`config.mk`:
```
export PLATFORM = sky130hd
export DESIGN_NAME = fnd_scan_4
export DESIGN_NICKNAME = d
export VERILOG_FILES = /design/src/rtl/fnd_pkg.sv /design/src/rtl/bcd_to_seg7.sv /design/src/rtl/fnd_scan_4.sv
export SDC_FILE = /design/constraint.sdc
export NUM_CORES = 1
export LEC_CHECK = 0
export CAP_MARGIN = 0
export CORE_UTILIZATION = 35
export CTS_CLUSTER_DIAMETER = 80
export DETAILED_ROUTE_END_ITERATION = 6
export GPL_TIMING_DRIVEN = 0
export SETUP_SLACK_MARGIN = 0.2
export SYNTH_ARGS = -nofsm -noshare
export SYNTH_HDL_FRONTEND = slang
export SYNTH_SLANG_ARGS = --single-unit
```
`constraint.sdc`:
```
create_clock -name clk -period 2.6 [get_ports clk]
set_clock_uncertainty 0.05 [all_clocks]
set_input_delay 0.26 -clock clk [delete_from_list [all_inputs] [get_ports clk]]
set_output_delay 0.26 -clock clk [all_outputs]
set_load 0.01 [all_outputs]
```
`src/rtl/fnd_pkg.sv`:
```
// Shared constants for the four-digit FND scan driver: segment codes,
// scan state encoding and the all-off anode pattern.
package fnd_pkg;

  // Active-low segment patterns, bit order {g,f,e,d,c,b,a}
  localparam logic [6:0] SEG_0     = 7'b1000000;
  localparam logic [6:0] SEG_1     = 7'b1111001;
  localparam logic [6:0] SEG_2     = 7'b0100100;
  localparam logic [6:0] SEG_3     = 7'b0110000;
  localparam logic [6:0] SEG_4     = 7'b0011001;
  localparam logic [6:0] SEG_5     = 7'b0010010;
  localparam logic [6:0] SEG_6     = 7'b0000010;
  localparam logic [6:0] SEG_7     = 7'b1111000;
  localparam logic [6:0] SEG_8     = 7'b0000000;
  localparam logic [6:0] SEG_9     = 7'b0010000;
  localparam logic [6:0] SEG_BLANK = 7'b1111111;

  typedef enum logic {
    ST_SCAN = 1'b0,
    ST_GAP  = 1'b1
  } state_t;

  localparam logic [3:0] AN_OFF = 4'b1111;

endpackage

```
`src/rtl/bcd_to_seg7.sv`:
```
// Combinational BCD to active-low seven-segment decoder; non-decimal codes
// and an explicit blank request both turn every segment off.
module bcd_to_seg7
  import fnd_pkg::*;
(
  input  logic [3:0] bcd,
  input  logic       blank,
  output logic [6:0] seg
);

  always_comb begin
    seg = SEG_BLANK;
    if (!blank) begin
      case (bcd)
        4'd0:    seg = SEG_0;
        4'd1:    seg = SEG_1;
        4'd2:    seg = SEG_2;
        4'd3:    seg = SEG_3;
        4'd4:    seg = SEG_4;
        4'd5:    seg = SEG_5;
        4'd6:    seg = SEG_6;
        4'd7:    seg = SEG_7;
        4'd8:    seg = SEG_8;
        4'd9:    seg = SEG_9;
        default: seg = SEG_BLANK;
      endcase
    end
  end

endmodule

```
`src/rtl/fnd_scan_4.sv`:
```
// Four-digit multiplexed common-anode display driver with leading-zero
// blanking, per-digit decimal points and an all-off gap between digits.
module fnd_scan_4
  import fnd_pkg::*;
#(
  parameter int SCAN_DIV = 50000,
  parameter int GAP_CYC  = 16
) (
  input  logic       clk,
  input  logic       rst,
  input  logic       done,
  input  logic [3:0] bcd_a,
  input  logic [3:0] bcd_b,
  input  logic [3:0] bcd_c,
  input  logic [3:0] bcd_d,
  input  logic [3:0] dp_en,
  input  logic       lzb,
  output logic [6:0] seg,
  output logic       dp,
  output logic [3:0] an
);

  localparam logic [19:0] DIV_LAST = 20'(SCAN_DIV - 1);
  localparam logic [7:0]  GAP_LAST = 8'(GAP_CYC - 1);

  // shadow[0] is the leftmost digit (a), shadow[3] the ones digit (d)
  logic [3:0]  shadow [4];
  logic        done_q;
  state_t      state;
  logic [19:0] div_cnt;
  logic [7:0]  gap_cnt;
  logic [1:0]  idx;

  logic [3:0]  lead_zero;
  logic        blank_sel;
  logic [6:0]  seg_dec;
  logic [3:0]  an_sel;
  logic        dp_sel;

  // lead_zero[i]: digits 0..i are all zero
  always_comb begin
    lead_zero[0] = (shadow[0] == 4'd0);
    for (int i = 1; i < 4; i++)
      lead_zero[i] = lead_zero[i-1] && (shadow[i] == 4'd0);
  end

  assign blank_sel = lzb && (idx != 2'd3) && lead_zero[idx];
  assign an_sel    = ~(4'b1000 >> idx);
  assign dp_sel    = ~dp_en[2'd3 - idx];

  bcd_to_seg7 u_dec (
    .bcd   (shadow[idx]),
    .blank (blank_sel),
    .seg   (seg_dec)
  );

  always_ff @(posedge clk or posedge rst) begin
    if (rst) begin
      done_q  <= 1'b0;
      for (int i = 0; i < 4; i++) shadow[i] <= 4'd0;
      state   <= ST_GAP;
      div_cnt <= '0;
      gap_cnt <= '0;
      idx     <= 2'd3;
      an      <= AN_OFF;
      seg     <= SEG_BLANK;
      dp      <= 1'b1;
    end else begin
      done_q <= done;
      if (done && !done_q) begin
        shadow[0] <= bcd_a;
        shadow[1] <= bcd_b;
        shadow[2] <= bcd_c;
        shadow[3] <= bcd_d;
      end
      // Outputs reflect the state of the current cycle, one cycle late
      case (state)
        ST_SCAN: begin
          an  <= an_sel;
          seg <= seg_dec;
          dp  <= dp_sel;
          if (div_cnt == DIV_LAST) begin
            div_cnt <= '0;
            state   <= ST_GAP;
          end else begin
            div_cnt <= div_cnt + 20'd1;
          end
        end
        default: begin
          an  <= AN_OFF;
          seg <= SEG_BLANK;
          dp  <= 1'b1;
          if (gap_cnt == GAP_LAST) begin
            gap_cnt <= '0;
            idx     <= idx + 2'd1;
            state   <= ST_SCAN;
          end else begin
            gap_cnt <= gap_cnt + 8'd1;
          end
        end
      endcase
    end
  end

endmodule

```
==> results.sh <==
export IMPL_cts_setup_buffers=0
export IMPL_synth_distinct_cells=42
export IMPL_crit_path_start_kind="flip-flop"
export IMPL_synth_nets=281
export IMPL_drt_wl_total_mm=5.65
export IMPL_clockBufferDepth=2
export IMPL_dp_cells=387
export IMPL_cp_startpoint="idx[0]"
export IMPL_crit_path_max_fanout=8
export IMPL_seq_area_frac_synth_pct=51.9
export IMPL_rrSetupSlack_ps=440
export IMPL_max_freq_mhz=463
export IMPL_ios=36
export IMPL_fillCellCount=766
export IMPL_swShare_pct=24.7
export IMPL_p_comb_share_pct=13.8
export IMPL_switchingPower_w=0.000535
export IMPL_p_int_w=0.00163
export IMPL_clock_sinks=60
export IMPL_cts_root_buf="clkbuf_8"
export IMPL_cts_resized=0
export IMPL_cts_buffers=9
export IMPL_htree_levels=3
export IMPL_core_area_um2=8180
export IMPL_rsz0062_at_grt="no"
export IMPL_antenna_found_initial=0
export IMPL_path_cells="buf_6, mux4_1, inv_1, ha_1, inv_1, a21o_1, a21oi_2, o21ai_1"
export IMPL_clockPowerShare_pct=37.3
export IMPL_fin_crit_ps=2160
export IMPL_r2r_cells=8
export IMPL_grt_ovfl_total=0
export IMPL_clk_pin_slew_worst_paths_ps=70
export IMPL_first_iter_violations=90
export IMPL_p_leak_nw=1.52
export IMPL_worstSetupPathType="flip-flop to flip-flop"
export IMPL_vias=2013
export IMPL_avgSynthCellArea_um2=11.9
export IMPL_synth_cells=246
export IMPL_cellPowerDensity_nw_per_um2=599
export IMPL_slew_violations=0
export IMPL_die_h_um=93.5
export IMPL_drt_pass1_iterations=4
export IMPL_place_congestion=0.759
export IMPL_ys_flop_type="dfrtp_1"
export IMPL_seq_power_share_pct=48.9
export IMPL_grt_total_usage_pct=14.8
export IMPL_maxCapViolations=0
export IMPL_post_drt_wl_per_cell_um=14.0
export IMPL_rr_startpoint="idx[0]"
export IMPL_hold_viol=0
export IMPL_hpwlAfterDp_mm=4.13
export IMPL_final_antenna_net_count=0
export IMPL_cp_arrival_ps=2340
export IMPL_initial_utilization_pct=35.8
export IMPL_syn_to_final_growth_pct=23.4
export IMPL_hp_class="input port to asynchronous set/reset pin"
export IMPL_cts_tree="done"
export IMPL_cpPeakStageDelay_ps=650
export IMPL_dp_slack_ps=434
export IMPL_via_per_inst=5.00
export IMPL_critPathRequiredTime_ps=2780
export IMPL_finalSetupViolCount=0
export IMPL_period_share_pct=83.1
export IMPL_peakVddDrop_mv=0.306
export IMPL_remaining_drc_errors=0
export IMPL_ys_warn_count=0
export IMPL_grt_pass1_vias=2037
export IMPL_cpMaxStageDelayCell="mux4_1"
export IMPL_port_buffers=35
export IMPL_clkLatencyLatePin_ps=340
export IMPL_synth_edff_count=0
export IMPL_synth_seq_cells=60
export IMPL_hold_buffers=0
export IMPL_fin_cells=403
export IMPL_antenna_cells=0
export IMPL_outcome="finished, final reports clean"
export IMPL_grt_first_pass_wirelength_mm=9.95
export IMPL_grt_max_degree=34
export IMPL_syn_area_um2=2930
export IMPL_rows=33
export IMPL_async_reset_ff_share_pct=100
export IMPL_dieArea_um2=8740
export IMPL_drive_gt1_share_pct=20.1
export IMPL_cpMostUsedCell="inv_1"
export IMPL_worst_pin_slew_ps=611
export IMPL_maxSlewHeadroom_pct=59.1
export IMPL_die_w_um=93.5
export IMPL_fin_ws_ps=438
export IMPL_end_kind="flip-flop"
export IMPL_nNetsFinal=328
-- metal layers --
metal | share of wire [%] | track usage (%)
met1 | 50 | 21.6
met2 | 44 | 21.0
met3 | 4.3 | 4.31
met4 | 1.4 | 5.00
met5 | 0 | 0
-- path summary, 6_finish.rpt --
path                               endpoint
worst max-delay path                 seg[4]
worst min-delay path            div_cnt[18]
worst max register to register       seg[4]
worst min register to register  div_cnt[19]
max in group asynchronous            idx[1]
min in group clk                     done_q
-- cells by family (layout without fill, tap and decap cells) --
| logic type | after synthesis | after routing | synth area share [%] |
|---|---|---|---|
| AOI/OAI and AO/OA | 20 | 20 | 4.01 |
| xor gates and xnor gates | 24 | 24 | 7.17 |
| adders and majority gates | 11 | 11 | 4.70 |
| buffers and inverters | 18 | 70 | 3.03 |
| DFF | 60 | 60 | 51.9 |
| muxes | 27 | 27 | 12.4 |
| and+or+nand+nor | 86 | 86 | 16.8 |
-- critical path: cells and delay by family (launching register included) --
kind                     cells  cell delay (ps)
buffers and inverters        3              340
flip-flops                   1              550
AO/OA/AOI/OAI                3              320
adder cells (fa/ha/maj)      1              150
multiplexers                 1              650
-- final cells by class --
class | instances | area, µm² | share of cell area [%]
flip-flops and latches | 60 | 1520 | 42.0
multi-input cells | 168 | 1320 | 36.5
repair buffers | 36 | 370 | 10.2
clock buffers | 11 | 131 | 3.63
well taps | 105 | 131 | 3.63
clock inverters | 5 | 52.6 | 1.45
plain buffers | 8 | 51.3 | 1.42
inverters | 10 | 37.5 | 1.04
-- synthesized netlist by cell type, types with 2 or more instances --
cell type  instances  area [µm²]
clkbuf_1           3        11.3
mux2_2            18         203
mux4_2             3        67.6
mux4_1             2        52.6
ha_1              11         138
nor4_1             7        43.8
nor2_1            19        71.3
inv_1             10        37.5
nor3_1             5        25.0
a21o_1             2        15.0
dfrtp_1           45        1130
o21ai_1            2        10.0
dfstp_2           15         394
nor2b_1            2        12.5
nand3b_1           2        15.0
nand2b_1           6        37.5
xor2_1            10        87.6
nand4_1            8        50.1
nand3_1           12        60.1
nand4b_1           4        35.0
nand2_1            9        33.8
buf_6              2        22.5
or4_1              2        15.0
xnor2_1           14         123
mux2i_1            4        40.0
and3_1             2        12.5
buf_2              2        10.0
o21ai_0           11        55.1
-- through the flow --
step           cell area, µm²  setup TNS, ps  power [W]  util (%)  hold WS (ps)
3_3_place_gp             3410         -12390    0.00137      41.7           407
6_report                 3620              0    0.00217      44.2           262
4_1_cts                  3620              0    0.00220      44.2           273
3_5_place_dp             3430              0    0.00138      42.0           422
5_1_grt                  3620              0    0.00228      44.2           315
2_1_floorplan            2930              0    0.00124         -           241
-- placed cells by master (no fill, tap or decap), types with 3 or more instances in the layout --
master / count
xnor2_1: 14
mux2i_1: 4
mux2_2: 18
nand4b_1: 4
dfrtp_1: 45
ha_1: 11
nand2_1: 9
clkinv_2: 3
o21ai_0: 11
dfstp_2: 15
clkbuf_8: 9
nand2b_1: 6
nand3_1: 12
inv_1: 9
mux4_2: 3
xor2_1: 10
nor2_1: 19
clkbuf_1: 5
clkdlybuf4s50_1: 35
nor3_1: 5
nand4_1: 8
nor4_1: 7
-- flip-flops by register name, summed over array words and instances (netlist names) --
| name | count |
|---|---|
| state | 1 |
| dp | 1 |
| gap_cnt | 8 |
| seg | 7 |
| done_q | 1 |
| div_cnt | 20 |
| idx | 2 |
| an | 4 |
| shadow | 16 |
-- power groups by stage --
stage               Combinational (W)  Clock (W)  Sequential, W
finish                       0.000300   0.000808        0.00106
CTS                          0.000304   0.000838        0.00106
global route                 0.000333   0.000877        0.00107
global placement             0.000294          0        0.00108
detailed placement           0.000303          0        0.00108
floorplan                    0.000156          0        0.00108
No activity file was read; power rests on OpenSTA's default activity.
